$ cat config.mk
export PLATFORM = sky130hd
export DESIGN_NAME = spi_slave_trx
export DESIGN_NICKNAME = d
export VERILOG_FILES = /design/src/rtl/spi_slave_trx.sv
export SDC_FILE = /design/constraint.sdc
export NUM_CORES = 1
export LEC_CHECK = 0
export CAP_MARGIN = 30
export CORE_AREA = 5 5 121 123
export CTS_CLUSTER_SIZE = 16
export DETAILED_ROUTE_END_ITERATION = 12
export DIE_AREA = 0 0 126 128
export SETUP_SLACK_MARGIN = 0.5
export SYNTH_ARGS = -nofsm -noshare
export SYNTH_HDL_FRONTEND = slang
export SYNTH_SLANG_ARGS = --single-unit
$ cat constraint.sdc
create_clock -name S_SYSCLK -period 2.4 [get_ports S_SYSCLK]
set_input_delay 0.6 -clock S_SYSCLK [delete_from_list [all_inputs] [get_ports S_SYSCLK]]
set_output_delay 0.6 -clock S_SYSCLK [all_outputs]
set_load 0.02 [all_outputs]
$ cat src/rtl/spi_slave_trx.sv
// SPI target endpoint: oversampled SCK/MOSI/CS_B, all four CPOL/CPHA modes, 4-16 bit characters,
// one-deep TX/RX holding registers with valid/ready handshakes and overrun/underrun pulses.
`timescale 1ns/1ps
module spi_slave_trx #(
    parameter int unsigned CHAR_NBITS  = 16,
    parameter int unsigned SYNC_STAGES = 2
) (
    input  logic                  S_SYSCLK,
    input  logic                  S_RESET,
    input  logic                  S_ENABLE,
    input  logic                  S_CPOL,
    input  logic                  S_CPHA,
    input  logic                  S_REV,
    input  logic [3:0]            S_CHAR_LEN,
    input  logic                  S_SPI_SCK,
    input  logic                  S_SPI_MOSI,
    input  logic                  S_SPI_CS_B,
    output logic                  S_SPI_MISO,
    output logic                  S_SPI_MISO_OE,
    input  logic [CHAR_NBITS-1:0] S_TX_DATA,
    input  logic                  S_TX_VALID,
    output logic                  S_TX_READY,
    output logic [CHAR_NBITS-1:0] S_RX_DATA,
    output logic                  S_RX_VALID,
    input  logic                  S_RX_READY,
    output logic                  S_OVERRUN,
    output logic                  S_UNDERRUN,
    output logic                  S_BUSY
);
    typedef enum logic {ST_IDLE, ST_ACTIVE} state_t;

    state_t                  r_state;
    logic [SYNC_STAGES-1:0]  r_sck_sync, r_mosi_sync, r_csb_sync;
    logic                    r_sck_d, r_csb_d;
    logic [3:0]              r_len, r_bitcnt;
    logic [CHAR_NBITS-1:0]   r_txsh, r_rxsh, r_tx_hold, r_rx_data;
    logic                    r_tx_full, r_rx_valid, r_miso, r_overrun, r_underrun;

    logic                    w_sck, w_mosi, w_csb;
    logic                    w_lead, w_trail, w_sample, w_shift, w_cs_fall, w_cs_rise;
    logic                    w_tx_xfer, w_tx_empty, w_load, w_load_bit, w_shift_bit, w_complete;
    logic [3:0]              w_len;
    logic [CHAR_NBITS-1:0]   w_tx_src, w_txsh_next, w_rx_next;

    // Synchronizers track the pins only; leaving them out of reset keeps a CS_B held low
    // through reset from looking like a fresh falling edge afterwards.
    always_ff @(posedge S_SYSCLK) begin
        r_sck_sync  <= {r_sck_sync[SYNC_STAGES-2:0], S_SPI_SCK};
        r_mosi_sync <= {r_mosi_sync[SYNC_STAGES-2:0], S_SPI_MOSI};
        r_csb_sync  <= {r_csb_sync[SYNC_STAGES-2:0], S_SPI_CS_B};
        r_sck_d     <= w_sck;
        r_csb_d     <= w_csb;
    end

    assign w_sck     = r_sck_sync[SYNC_STAGES-1];
    assign w_mosi    = r_mosi_sync[SYNC_STAGES-1];
    assign w_csb     = r_csb_sync[SYNC_STAGES-1];
    assign w_lead    = (w_sck != S_CPOL) && (r_sck_d == S_CPOL);
    assign w_trail   = (w_sck == S_CPOL) && (r_sck_d != S_CPOL);
    assign w_sample  = S_CPHA ? w_trail : w_lead;
    assign w_shift   = S_CPHA ? w_lead : w_trail;
    assign w_cs_fall = !w_csb && r_csb_d;
    assign w_cs_rise = w_csb && !r_csb_d;

    assign w_len      = (r_state == ST_IDLE) ? S_CHAR_LEN : r_len;
    assign w_tx_xfer  = S_TX_VALID && !r_tx_full;
    assign w_tx_empty = !r_tx_full && !w_tx_xfer;
    assign w_tx_src   = r_tx_full ? r_tx_hold : (w_tx_xfer ? S_TX_DATA : '1);
    assign w_load_bit = S_REV ? w_tx_src[w_len] : w_tx_src[0];
    assign w_txsh_next = S_REV ? (r_txsh << 1) : (r_txsh >> 1);
    assign w_shift_bit = S_REV ? w_txsh_next[r_len] : w_txsh_next[0];
    assign w_complete  = w_sample && (r_bitcnt == r_len);

    // A shift edge with the bit counter at zero is always a character's first shift edge:
    // in CPHA=0 the first character is loaded at CS fall instead, so a zero-count trailing edge
    // only occurs right after a completed character.
    assign w_load = (r_state == ST_IDLE)
                  ? (S_ENABLE && w_cs_fall && !S_CPHA)
                  : (S_ENABLE && !w_cs_rise && w_shift && (r_bitcnt == 4'd0));

    always_comb begin
        w_rx_next = r_rxsh;
        if (S_REV) w_rx_next = {r_rxsh[CHAR_NBITS-2:0], w_mosi};
        else       w_rx_next[r_bitcnt] = w_mosi;
    end

    always_ff @(posedge S_SYSCLK) begin
        if (S_RESET) begin
            r_state    <= ST_IDLE;
            r_len      <= '0;
            r_bitcnt   <= '0;
            r_txsh     <= '0;
            r_rxsh     <= '0;
            r_tx_hold  <= '0;
            r_tx_full  <= 1'b0;
            r_rx_data  <= '0;
            r_rx_valid <= 1'b0;
            r_miso     <= 1'b1;
            r_overrun  <= 1'b0;
            r_underrun <= 1'b0;
        end else begin
            r_overrun  <= 1'b0;
            r_underrun <= 1'b0;
            if (r_rx_valid && S_RX_READY) r_rx_valid <= 1'b0;
            if (w_tx_xfer) begin
                r_tx_hold <= S_TX_DATA;
                r_tx_full <= 1'b1;
            end
            case (r_state)
                ST_IDLE: begin
                    r_len    <= S_CHAR_LEN;
                    r_miso   <= 1'b1;
                    r_bitcnt <= '0;
                    r_rxsh   <= '0;
                    if (S_ENABLE && w_cs_fall) r_state <= ST_ACTIVE;
                end
                ST_ACTIVE: begin
                    if (!S_ENABLE || w_cs_rise) begin
                        r_state  <= ST_IDLE;
                        r_miso   <= 1'b1;
                        r_bitcnt <= '0;
                        r_rxsh   <= '0;
                    end else begin
                        if (w_shift && (r_bitcnt != 4'd0)) begin
                            r_txsh <= w_txsh_next;
                            r_miso <= w_shift_bit;
                        end
                        if (w_complete) begin
                            r_bitcnt <= '0;
                            r_rxsh   <= '0;
                            if (!r_rx_valid || S_RX_READY) begin
                                r_rx_data  <= w_rx_next;
                                r_rx_valid <= 1'b1;
                            end else begin
                                r_overrun <= 1'b1;
                            end
                        end else if (w_sample) begin
                            r_bitcnt <= r_bitcnt + 4'd1;
                            r_rxsh   <= w_rx_next;
                        end
                    end
                end
                default: r_state <= ST_IDLE;
            endcase
            // A TX write coincident with a load is consumed by it, so the full flag stays clear.
            if (w_load) begin
                r_txsh     <= w_tx_src;
                r_miso     <= w_load_bit;
                r_tx_full  <= 1'b0;
                r_underrun <= w_tx_empty;
            end
            if (!S_ENABLE) begin
                r_tx_full  <= 1'b0;
                r_rx_valid <= 1'b0;
            end
        end
    end

    assign S_SPI_MISO    = r_miso;
    assign S_SPI_MISO_OE = (r_state == ST_ACTIVE);
    assign S_BUSY        = (r_state == ST_ACTIVE) && !w_csb;
    assign S_TX_READY    = !r_tx_full;
    assign S_RX_DATA     = r_rx_data;
    assign S_RX_VALID    = r_rx_valid;
    assign S_OVERRUN     = r_overrun;
    assign S_UNDERRUN    = r_underrun;
endmodule

==> metrics.md, run 1 <==
| Metric | Value |
|---|---|
| Mapped Cells | ~540 |
| Seq/Total Area, Yosys | a little under two fifths |
| Highest-count cells in the layout ignoring fill and taps | 75 x dfxtp_1, 72 x nand2_1, 67 x nor2_1, 60 x mux2i_1, 60 x buf_4 |
| Clock Pin Slew Worst Setup and Hold Paths | about 60 ps |
| Total vias in the final route | between 4000 and 5000 |
| Crit-path max FO | 5 |
| Hold crit path type | reg2reg |
| Gate power share | ~14% |
| Non-filler cells, final | a little over 800 |
| Vias in the first global route | roughly 4000 |
| Worst vdd ir | roughly 0.37 mV |
| CP Launch Type | input port |
| CTS tree | built |
| Vias/cell | around 5.0 |
| Final Setup Violations | 0 |
| M1 WL | between 6 and 7 mm |
| Num CTS Buffers | 9 |
| CP Data Required Time | about 2600 ps |
| Share of the synthesized area in the top cell type | roughly 38% |
| Max-Cap Viols | 0 |
| First-pass GRT wire length | around 21 mm |
| Final Cycle Share | between 80% and 90% |
| CTS Root Buffer Type | clkbuf_16 |
| Nets | around 670 |
| Final WL | about 13 mm |
| Drt drc | 0 |
| Setup WS post-layout | 472 ps |
| Worst-Skew Late Latency | about 350 ps |
| Post-Syn Area per Cell | around 8.5 um2 |
| Post-synthesis cell type count | 58 |
| Antenna violations before repair | 0 |
| Maximum clock rate | between 500 and 600 MHz |
| Most common cell after layout, fill and taps aside | dfxtp_1 |
| Relative slew slack | a little over three fifths |
| GRT Overall Usage | around 16% |
| Drt wl/cell | approximately 16 um |
| Largest net degree at the start of global routing | 34 |
| Setup CP Type | in2reg |
| Largest area contributor in the netlist | dfxtp_1 |
| Clk buf depth | 2 |
| Final Slew Violations | 0 |
| # fillers | 1318 |
| CP endpoint kind | flop |
| Placement Rows | 43 |
| Die height | 128 um |
| Die area | approximately 16000 um2 |
| Total grt overflow | 0 |
| Tot Pwr | ~3.5 mW |
| Cts-stage hold buffer count | 0 |
| Slew of the pin with the lowest slew margin | 559 ps |
| Sequential power share | a little over two fifths |
| Cell Area, Placed | approximately 5600 um2 |
| Layout area overhead | 38.1% |
| Diodes inserted | 0 |
| Synth area leaders | dfxtp_1 38%, mux2i_1 13%, nand2_1 6.0%, nor2_1 5.8%, mux2_2 3.4% |
| Routability-driven placement congestion ratio | between 0.8 and 0.9 |
| Die X-Extent | around 130 um |
| Routed Antenna Nets | 0 |
| Met3 Wirelength | 575 um |
| Final critical-path required period | between 1500 and 2000 ps |
| Clock group share of total power | 43.1% |
| Core Region | about 14000 um2 |
| Final Core Density | between 40% and 50% |
| Status | finished, final reports clean |
| Final hold violation count | 0 |
| Yosys warns | 0 |
| Leak Pwr | around 2.7 nW |
| Post-Layout Inst Area | between 6000 and 7000 um2 |
| Clock Sinks | 86 |
| TritonRoute pass-1 iters | 4 |
| Sw Ratio | roughly a quarter |
| Total nets after synthesis | between 500 and 600 |
| Int Pwr | roughly 2.6 mW |
| H-tree levels | 3 |
| Mapped Area | 4580 um2 |
| Initial Util | between 30 and 40% |
| Placed Cells | approximately 800 |
| Crit path arrival time | roughly 2200 ps |
| Layout cells sized above 1 | roughly 25% |
| HPWL Detailed | slightly below 9 mm |
| Power Dens Cells | 547 nW/um2 |
| Met2 wire len | 5.79 mm |
| NetSw | about 850 uW |
| IO Port Bufs | 53 |
| DR top layer | met4 |
| RSZ-0062 raised after global routing | true |
| Dpl ws | -321 ps |
| Flops & latches, synth | 86 |
| Initial DRC Count | 277 |
| Io pins | 54 |
| Final Skew | 7.79 ps |
[flip-flops by register name, indices dropped and copies added (netlist names), 2 cells and up]
register,flops
r_csb_sync,2
r_txsh,16
S_RX_DATA,16
r_sck_sync,2
r_tx_hold,16
r_len,4
r_rxsh,16
r_bitcnt,4
r_mosi_sync,2
[critical path, stage by stage]
cell and delay [ps]:
buf_2 120, xor2_4 170, mux2_4 350, o31ai_4 280, nand2_4 110, a211o_1 230, o32a_1 290
[cells in the mapped netlist (all sizes together)]
library cell / number
a2111oi: 2
a211o: 7
a211oi: 6
a21o: 1
a21oi: 29
a22oi: 11
a2bb2oi: 11
a31oi: 1
a32oi: 2
and2: 2
and3: 1
and4: 1
buf: 21
clkbuf: 18
dfxtp: 86
ha: 4
inv: 8
mux2: 15
mux2i: 63
mux4: 1
nand2: 74
nand2b: 9
nand3: 8
nand3b: 9
nand4b: 1
nor2: 73
nor2b: 9
nor3: 2
nor3b: 2
nor4: 2
o2111ai: 2
o211ai: 4
o21ai: 31
o22a: 1
o22ai: 4
o2bb2ai: 2
o31a: 1
o31ai: 1
o32a: 1
or2b: 1
or3: 2
or4: 1
xor2: 7
[kinds of logic after synthesis]
kind of cell | count (synthesis) | share of synthesized area (%)
compound gates | 117 | 17.0
simple gates | 197 | 19.8
mux | 79 | 18.2
fa+ha+maj | 4 | 1.09
buf+inv | 47 | 5.08
xor+xnor | 7 | 1.34
flops | 86 | 37.6
[power groups by stage]
| stage | clock [mW] | combinational (mW) | sequential [mW] |
|---|---|---|---|
| detailed placement | 0 | 0.414 | 1.53 |
| CTS | 1.53 | 0.435 | 1.50 |
| global placement | 0 | 0.410 | 1.52 |
| global route | 1.59 | 0.514 | 1.50 |
| floorplan | 0 | 0.240 | 1.51 |
| finish | 1.49 | 0.474 | 1.49 |
[cell type report]
cell class                 count  area, um2  share of cell area [%]
clock inverter                 5       85.1                    1.34
tap                          180        225                    3.56
sequential                    86       1750                    27.6
timing repair buffer         124       1160                    18.4
clock buffer                  10        229                    3.62
multi-input combinational    404       2840                    44.9
inverter                       8       32.5                   0.514
[stage by stage]
| stage | hold WS (ps) | TNS [ps] |
|---|---|---|
| finish | 329 | 0 |
| global route | 341 | 0 |
| CTS | 329 | 0 |
| detailed placement | 314 | -10250 |
| global placement | 316 | -10190 |
| floorplan | 310 | 0 |
[worst paths after layout]
check / startpoint / end / slack, ps / depth (start not counted)
min reg2reg: r_mosi_sync[0] / r_mosi_sync[1] / 330 / 0
max reg2reg: r_len[0] / S_SPI_MISO / 470 / 6
max: S_CPOL / S_SPI_MISO / 470 / 7
min: r_mosi_sync[0] / r_mosi_sync[1] / 330 / 0
[metal layers]
layer,global-route usage [%],vias up
li1,-,2080
met1,22.5,1917
met2,23.2,80
met3,3.08,20
met4,6.62,0
met5,0,-
[what timing repair did]
action                     in CTS  in global routing
gates resized for setup        61                 54
cloned                          1                  1
setup buffers                   5                 13
setup endpoints to repair      70                 57
pin swaps                      11                 25
(Power assumes the default switching activity.)
==> inputs of run 2 (changes only) <==
clock period = 1.9 ns   (was 2.4 ns; I/O delays follow)
==> run 2 against run 1 <==
Compared with the run above:
- sequential cell count unchanged
- die area unchanged
- setup slack got worse by 450 ps
- clock skew increased by 1.8 ps
- routed wire length increased by 7.3%
- clock-buffer cell count increased by 1
- combinational power increased by 46%
- clock power increased by 38%
- critical path type is now reg2reg
- critical endpoint unchanged
- highest routed layer unchanged
==> metrics.md, run 2 (synthesis gave the netlist of run 1 again) <==
| Metric | Value |
|---|---|
| Status | finished, final reports clean |
| Die area | ~16000 um2 |
| Layout area overhead | 47.2% |
| Slew of the pin with the lowest slew margin | between 500 and 600 ps |
| Final WL | between 10 and 15 mm |
| Highest-count cells in the layout ignoring fill and taps | 77 x dfxtp_1, 71 x buf_4, 70 x nand2_1, 69 x nor2_1, 57 x mux2i_1 |
| Drt wl/cell | between 15 and 20 um |
| Worst-Skew Late Latency | about 350 ps |
| Final critical-path required period | approximately 1900 ps |
| Die height | between 100 and 150 um |
| Maximum clock rate | 533 MHz |
| GRT Overall Usage | between 15 and 20% |
| Final Setup Violations | 0 |
| Num CTS Buffers | 9 |
| Drt drc | 0 |
| First-pass GRT wire length | ~22 mm |
| Crit path arrival time | around 2100 ps |
| Total grt overflow | 0 |
| CTS Root Buffer Type | clkbuf_16 |
| Nets | approximately 700 |
| Relative slew slack | around 64% |
| Initial Util | around 34% |
| Crit-path max FO | 5 |
| Final Skew | 9.64 ps |
| Final Core Density | around half |
| CP Launch Type | flop |
| Leak Pwr | 2.74 nW |
| Layout cells sized above 1 | about a third |
| Hold_ws | ~330 ps |
| CP Data Required Time | 2130 ps |
| Setup_tns | 0 ps |
| Final hold violation count | 0 |
| Tot Pwr | ~4.6 mW |
| Cts-stage hold buffer count | 0 |
| RSZ-0062 raised after global routing | true |
| Setup CP Type | reg2reg |
| Most common cell after layout, fill and taps aside | dfxtp_1 |
| Diodes inserted | 0 |
| Routability-driven placement congestion ratio | 0.886 |
| Clock Pin Slew Worst Setup and Hold Paths | 60 ps |
| Total vias in the final route | approximately 4300 |
| Worst vdd ir | slightly above 0.4 mV |
| Power Dens Cells | around 700 nW/um2 |
| CTS tree | built |
| Final Slew Violations | 0 |
| Die X-Extent | ~130 um |
| Hold crit path type | reg2reg |
| Placement Rows | 43 |
| HPWL Detailed | a little over 9 mm |
| H-tree levels | 3 |
| Io pins | 54 |
| TritonRoute pass-1 iters | 4 |
| Core Region | about 14000 um2 |
| Max-Cap Viols | 0 |
| CP endpoint kind | flop |
| Clk buf depth | 2 |
| Routed Antenna Nets | 0 |
| Initial DRC Count | roughly 220 |
| Vias/cell | slightly above 5 |
| Final Cycle Share | ~100% |
| IO Port Bufs | 53 |
| Clock Sinks | 86 |
| Largest net degree at the start of global routing | 31 |
| Antenna violations before repair | 0 |
| Vias in the first global route | around 4200 |
run 2: cell types whose count changed in the layout (fill, tap and decap cells not counted), moves of 4 or more:
cell,previous run,this run
a22oi_1,11,1
a22oi_2,0,10
buf_2,3,22
buf_4,60,71
buf_6,5,27
clkdlybuf4s50_1,18,22
dlygate4sd2_1,18,3
dlymetal6s2s_1,11,1
o21ai_0,22,12
o21ai_1,8,12
o21ai_2,1,5
run 2: timing repair:
| action | in CTS | in global routing |
|---|---|---|
| endpoints found under the setup margin | 91 | 62 |
| resized for setup | 169 | 70 |
| gates cloned | 3 | 1 |
| hold endpoints to repair | 0 | 0 |
| setup buffers | 12 | 13 |
| pin swaps | 16 | 27 |
run 2: power breakdown:
part | internal (mW) | switching [mW]
Clock | 1.31 | 0.748
Sequential | 1.84 | 0.0386
Combinational | 0.358 | 0.332
run 2: area by class of cell:
type                       count  area [um2]
sequential                    86        1750
clock inverter                 4        95.1
multi-input combinational    406        2990
clock buffer                  11         243
fill                        1274        6810
inverter                       8        35.0
timing repair buffer         156        1410
tap                          180         225
run 2: final timing paths:
path / from / to / slack, ps / cells after the start
worst max-delay path: r_sck_sync[1] / S_SPI_MISO / 20 / 6
worst min-delay path: r_mosi_sync[0] / r_mosi_sync[1] / 330 / 0
worst max register to register: r_sck_sync[1] / S_SPI_MISO / 20 / 6
worst min register to register: r_mosi_sync[0] / r_mosi_sync[1] / 330 / 0
run 2: stage by stage:
stage                     instances  instance area (um2)  setup WS (ps)
after global placement          807                 5800           -675
final                           851                 6750           24.9
after floorplan                 537                 4630           -112
after detailed placement        807                 5800           -683
after global routing            851                 6750          -51.6
after CTS                       837                 6410           35.1
run 2: worst max-delay path: stages, from the launching register on:
cell	delay, ps
dfxtp_2	330
or2b_1	250
mux2_4	310
o31ai_4	230
nand2_4	80
a211o_1	230
o32a_1	330
run 2: routing by layer:
layer / up-vias / GRT usage [%] / wire length (um)
met5: - / 0 / 0
met4: 0 / 6.31 / 208
met3: 13 / 3.29 / 595
met2: 95 / 25.5 / 6250
met1: 2052 / 23.0 / 6660
li1: 2150 / - / -
==> inputs of run 3 (changes only) <==
CORE_AREA = 5 5 102 104   (was 5 5 121 123)
DIE_AREA = 0 0 107 109   (was 0 0 126 128)
PLACE_DENSITY = 0.72   (was default)
==> run 3 against run 2 <==
Compared with the run above:
- the run now ends with setup timing left
- combinational power fell by 2%
- sequential power barely moved
- worst hold slack improved by 7.8 ps
- non-clock buffer count fell by 3
==> metrics.md, run 3 (synthesis gave the netlist of run 1 again) <==
| Metric | Value |
|---|---|
| Io pins | 54 |
| Hold crit path type | reg2reg |
| CTS Root Buffer Type | clkbuf_8 |
| Crit-path max FO | 4 |
| M3 GR Usage | 5.03% |
| Layout cells sized above 1 | a little over a third |
| Highest-count cells in the layout ignoring fill and taps | 76 x dfxtp_1, 74 x buf_4, 71 x nand2_1, 70 x nor2_1, 51 x mux2i_1 |
| GRT Overall Usage | between 20% and 30% |
| Sequential power share | 49.7% |
| Routability-driven placement congestion ratio | approximately 0.85 |
| Slew of the pin with the lowest slew margin | between 500 and 600 ps |
| Most common cell after layout, fill and taps aside | dfxtp_1 |
| Met2 Resource Use GR | between 30% and 40% |
| Maximum clock rate | 521 MHz |
| Final Slew Violations | 0 |
| Initial DRC Count | around 300 |
| Diodes inserted | 0 |
| Met1 Use GR | 29.2% |
| Nets | approximately 700 |
| Gr busiest metal | met2 |
| First-pass GRT wire length | about 21 mm |
| Crit path arrival time | approximately 2200 ps |
| Int Pwr | approximately 2.7 mW |
| R2R setup slack | -10 ps |
| RSZ-0062 raised after global routing | true |
| Final critical-path required period | between 1500 and 2000 ps |
| Clk buf depth | 2 |
| Vias/cell | between 5 and 6 |
| Gate power share | between 10% and 20% |
| Die X-Extent | about 110 um |
| CP Data Required Time | ~2200 ps |
| Tot Pwr | around 3.8 mW |
| Antenna violations before repair | 0 |
| Clock Sinks | 86 |
| Relative slew slack | 60.7% |
| HPWL Detailed | 8.84 mm |
| TritonRoute pass-1 iters | 5 |
| Failing checks | setup timing |
| Final Skew | ~22 ps |
| Leak Pwr | roughly 2.7 nW |
| Total grt overflow | 0 |
| Num CTS Buffers | 9 |
| Die height | between 100 and 150 um |
| Final Setup Violations | 5 |
| Sw Ratio | 28.2% |
| Worst vdd ir | roughly 0.65 mV |
| Routed Antenna Nets | 0 |
| CP endpoint kind | flop |
| Initial Util | 48.4% |
| IO Port Bufs | 53 |
| Max-Cap Viols | 0 |
| Cts-stage hold buffer count | 0 |
| # fillers | about 740 |
| Status | finished with violations |
| Placement Rows | 36 |
| Clock Pin Slew Worst Setup and Hold Paths | 100 ps |
| Total vias in the final route | about 4400 |
| Clock group share of total power | 32.5% |
| Setup CP Type | in2reg |
| Final hold violation count | 0 |
| Drt drc | 0 |
| Hold_ws | about 340 ps |
| Setup WS post-layout | -18.5 ps |
| Core Region | 9460 um2 |
| Power Dens Cells | around 580 nW/um2 |
| Layout area overhead | 42.6% |
| CTS tree | built |
| NetSw | between 1 and 1.5 mW |
| Final Cycle Share | 101% |
| H-tree levels | 3 |
| Die area | approximately 12000 um2 |
| CP Launch Type | input port |
| Worst-Skew Late Latency | around 370 ps |
| Largest net degree at the start of global routing | 28 |
| Drt wl/cell | between 15 and 20 um |
| Vias in the first global route | about 4400 |
| Final WL | 13.1 mm |
-- run 3: cell count changes in the layout (fill, tap and decap cells not counted), moves of 4 or more --
cell / change
buf_2: -7
clkbuf_8: +9
dfxtp_2: +4
clkbuf_16: -8
mux2i_1: -6
-- run 3: worst paths after layout --
kind,cells past startpoint,start,endpoint
hold / removal,0,r_sck_sync[0],r_sck_sync[1]
hold reg to reg,0,r_sck_sync[0],r_sck_sync[1]
setup reg to reg,8,r_len[0],S_RX_DATA[12]
setup / recovery,8,S_CHAR_LEN[2],S_SPI_MISO
-- run 3: through the flow --
step           setup slack (ps)  area, um2  util (%)  cells  setup TNS (ps)
3_3_place_gp               -656       5760      60.9    743          -29680
2_1_floorplan              -112       4630         -    537           -1290
3_5_place_dp               -721       5760      60.9    743          -31250
4_1_cts                    13.3       6080      64.3    768               0
5_1_grt                   -83.8       6530      69.1    781           -1600
6_report                  -18.5       6530      69.1    781           -53.8
-- run 3: what timing repair did --
item                                    4_1_cts  5_1_grt
gates cloned                                  2        3
endpoints found under the setup margin       89       66
buffers inserted                              8       10
gates resized for setup                     149       90
pin swaps                                    20       32
-- run 3: cell type report --
type	instances	area, um2	area share (%)
Timing Repair Buffer	153	1430	21.9
Inverter	8	30.0	0.460
Clock buffer	10	138	2.11
Multi-Input combinational cell	405	3010	46.0
Tap cell	114	143	2.18
Sequential cell	86	1740	26.7
Clock inverter	5	42.5	0.651
-- run 3: metal layers --
metal,up-vias,wire (um),share of wire [%]
li1,2140,-,-
met1,2112,5940,45
met2,143,6280,48
met3,12,748,5.7
met4,0,140,1.1
met5,-,0,0
-- run 3: power by group through the flow --
stage / clock network (mW) / registers (mW) / logic [mW]
detailed placement: 0 / 1.92 / 0.559
finish: 1.23 / 1.88 / 0.673
global placement: 0 / 1.92 / 0.550
floorplan: 0 / 1.91 / 0.308
global route: 1.32 / 1.89 / 0.724
CTS: 1.25 / 1.88 / 0.604
-- run 3: worst max-delay path, cell delays in order --
cell and delay, ps:
clkdlybuf4s50_1 430, nor2b_2 180, a21oi_4 180, mux2i_1 210
mux2_4 170, a211oi_2 60, buf_4 130, o32a_1 340
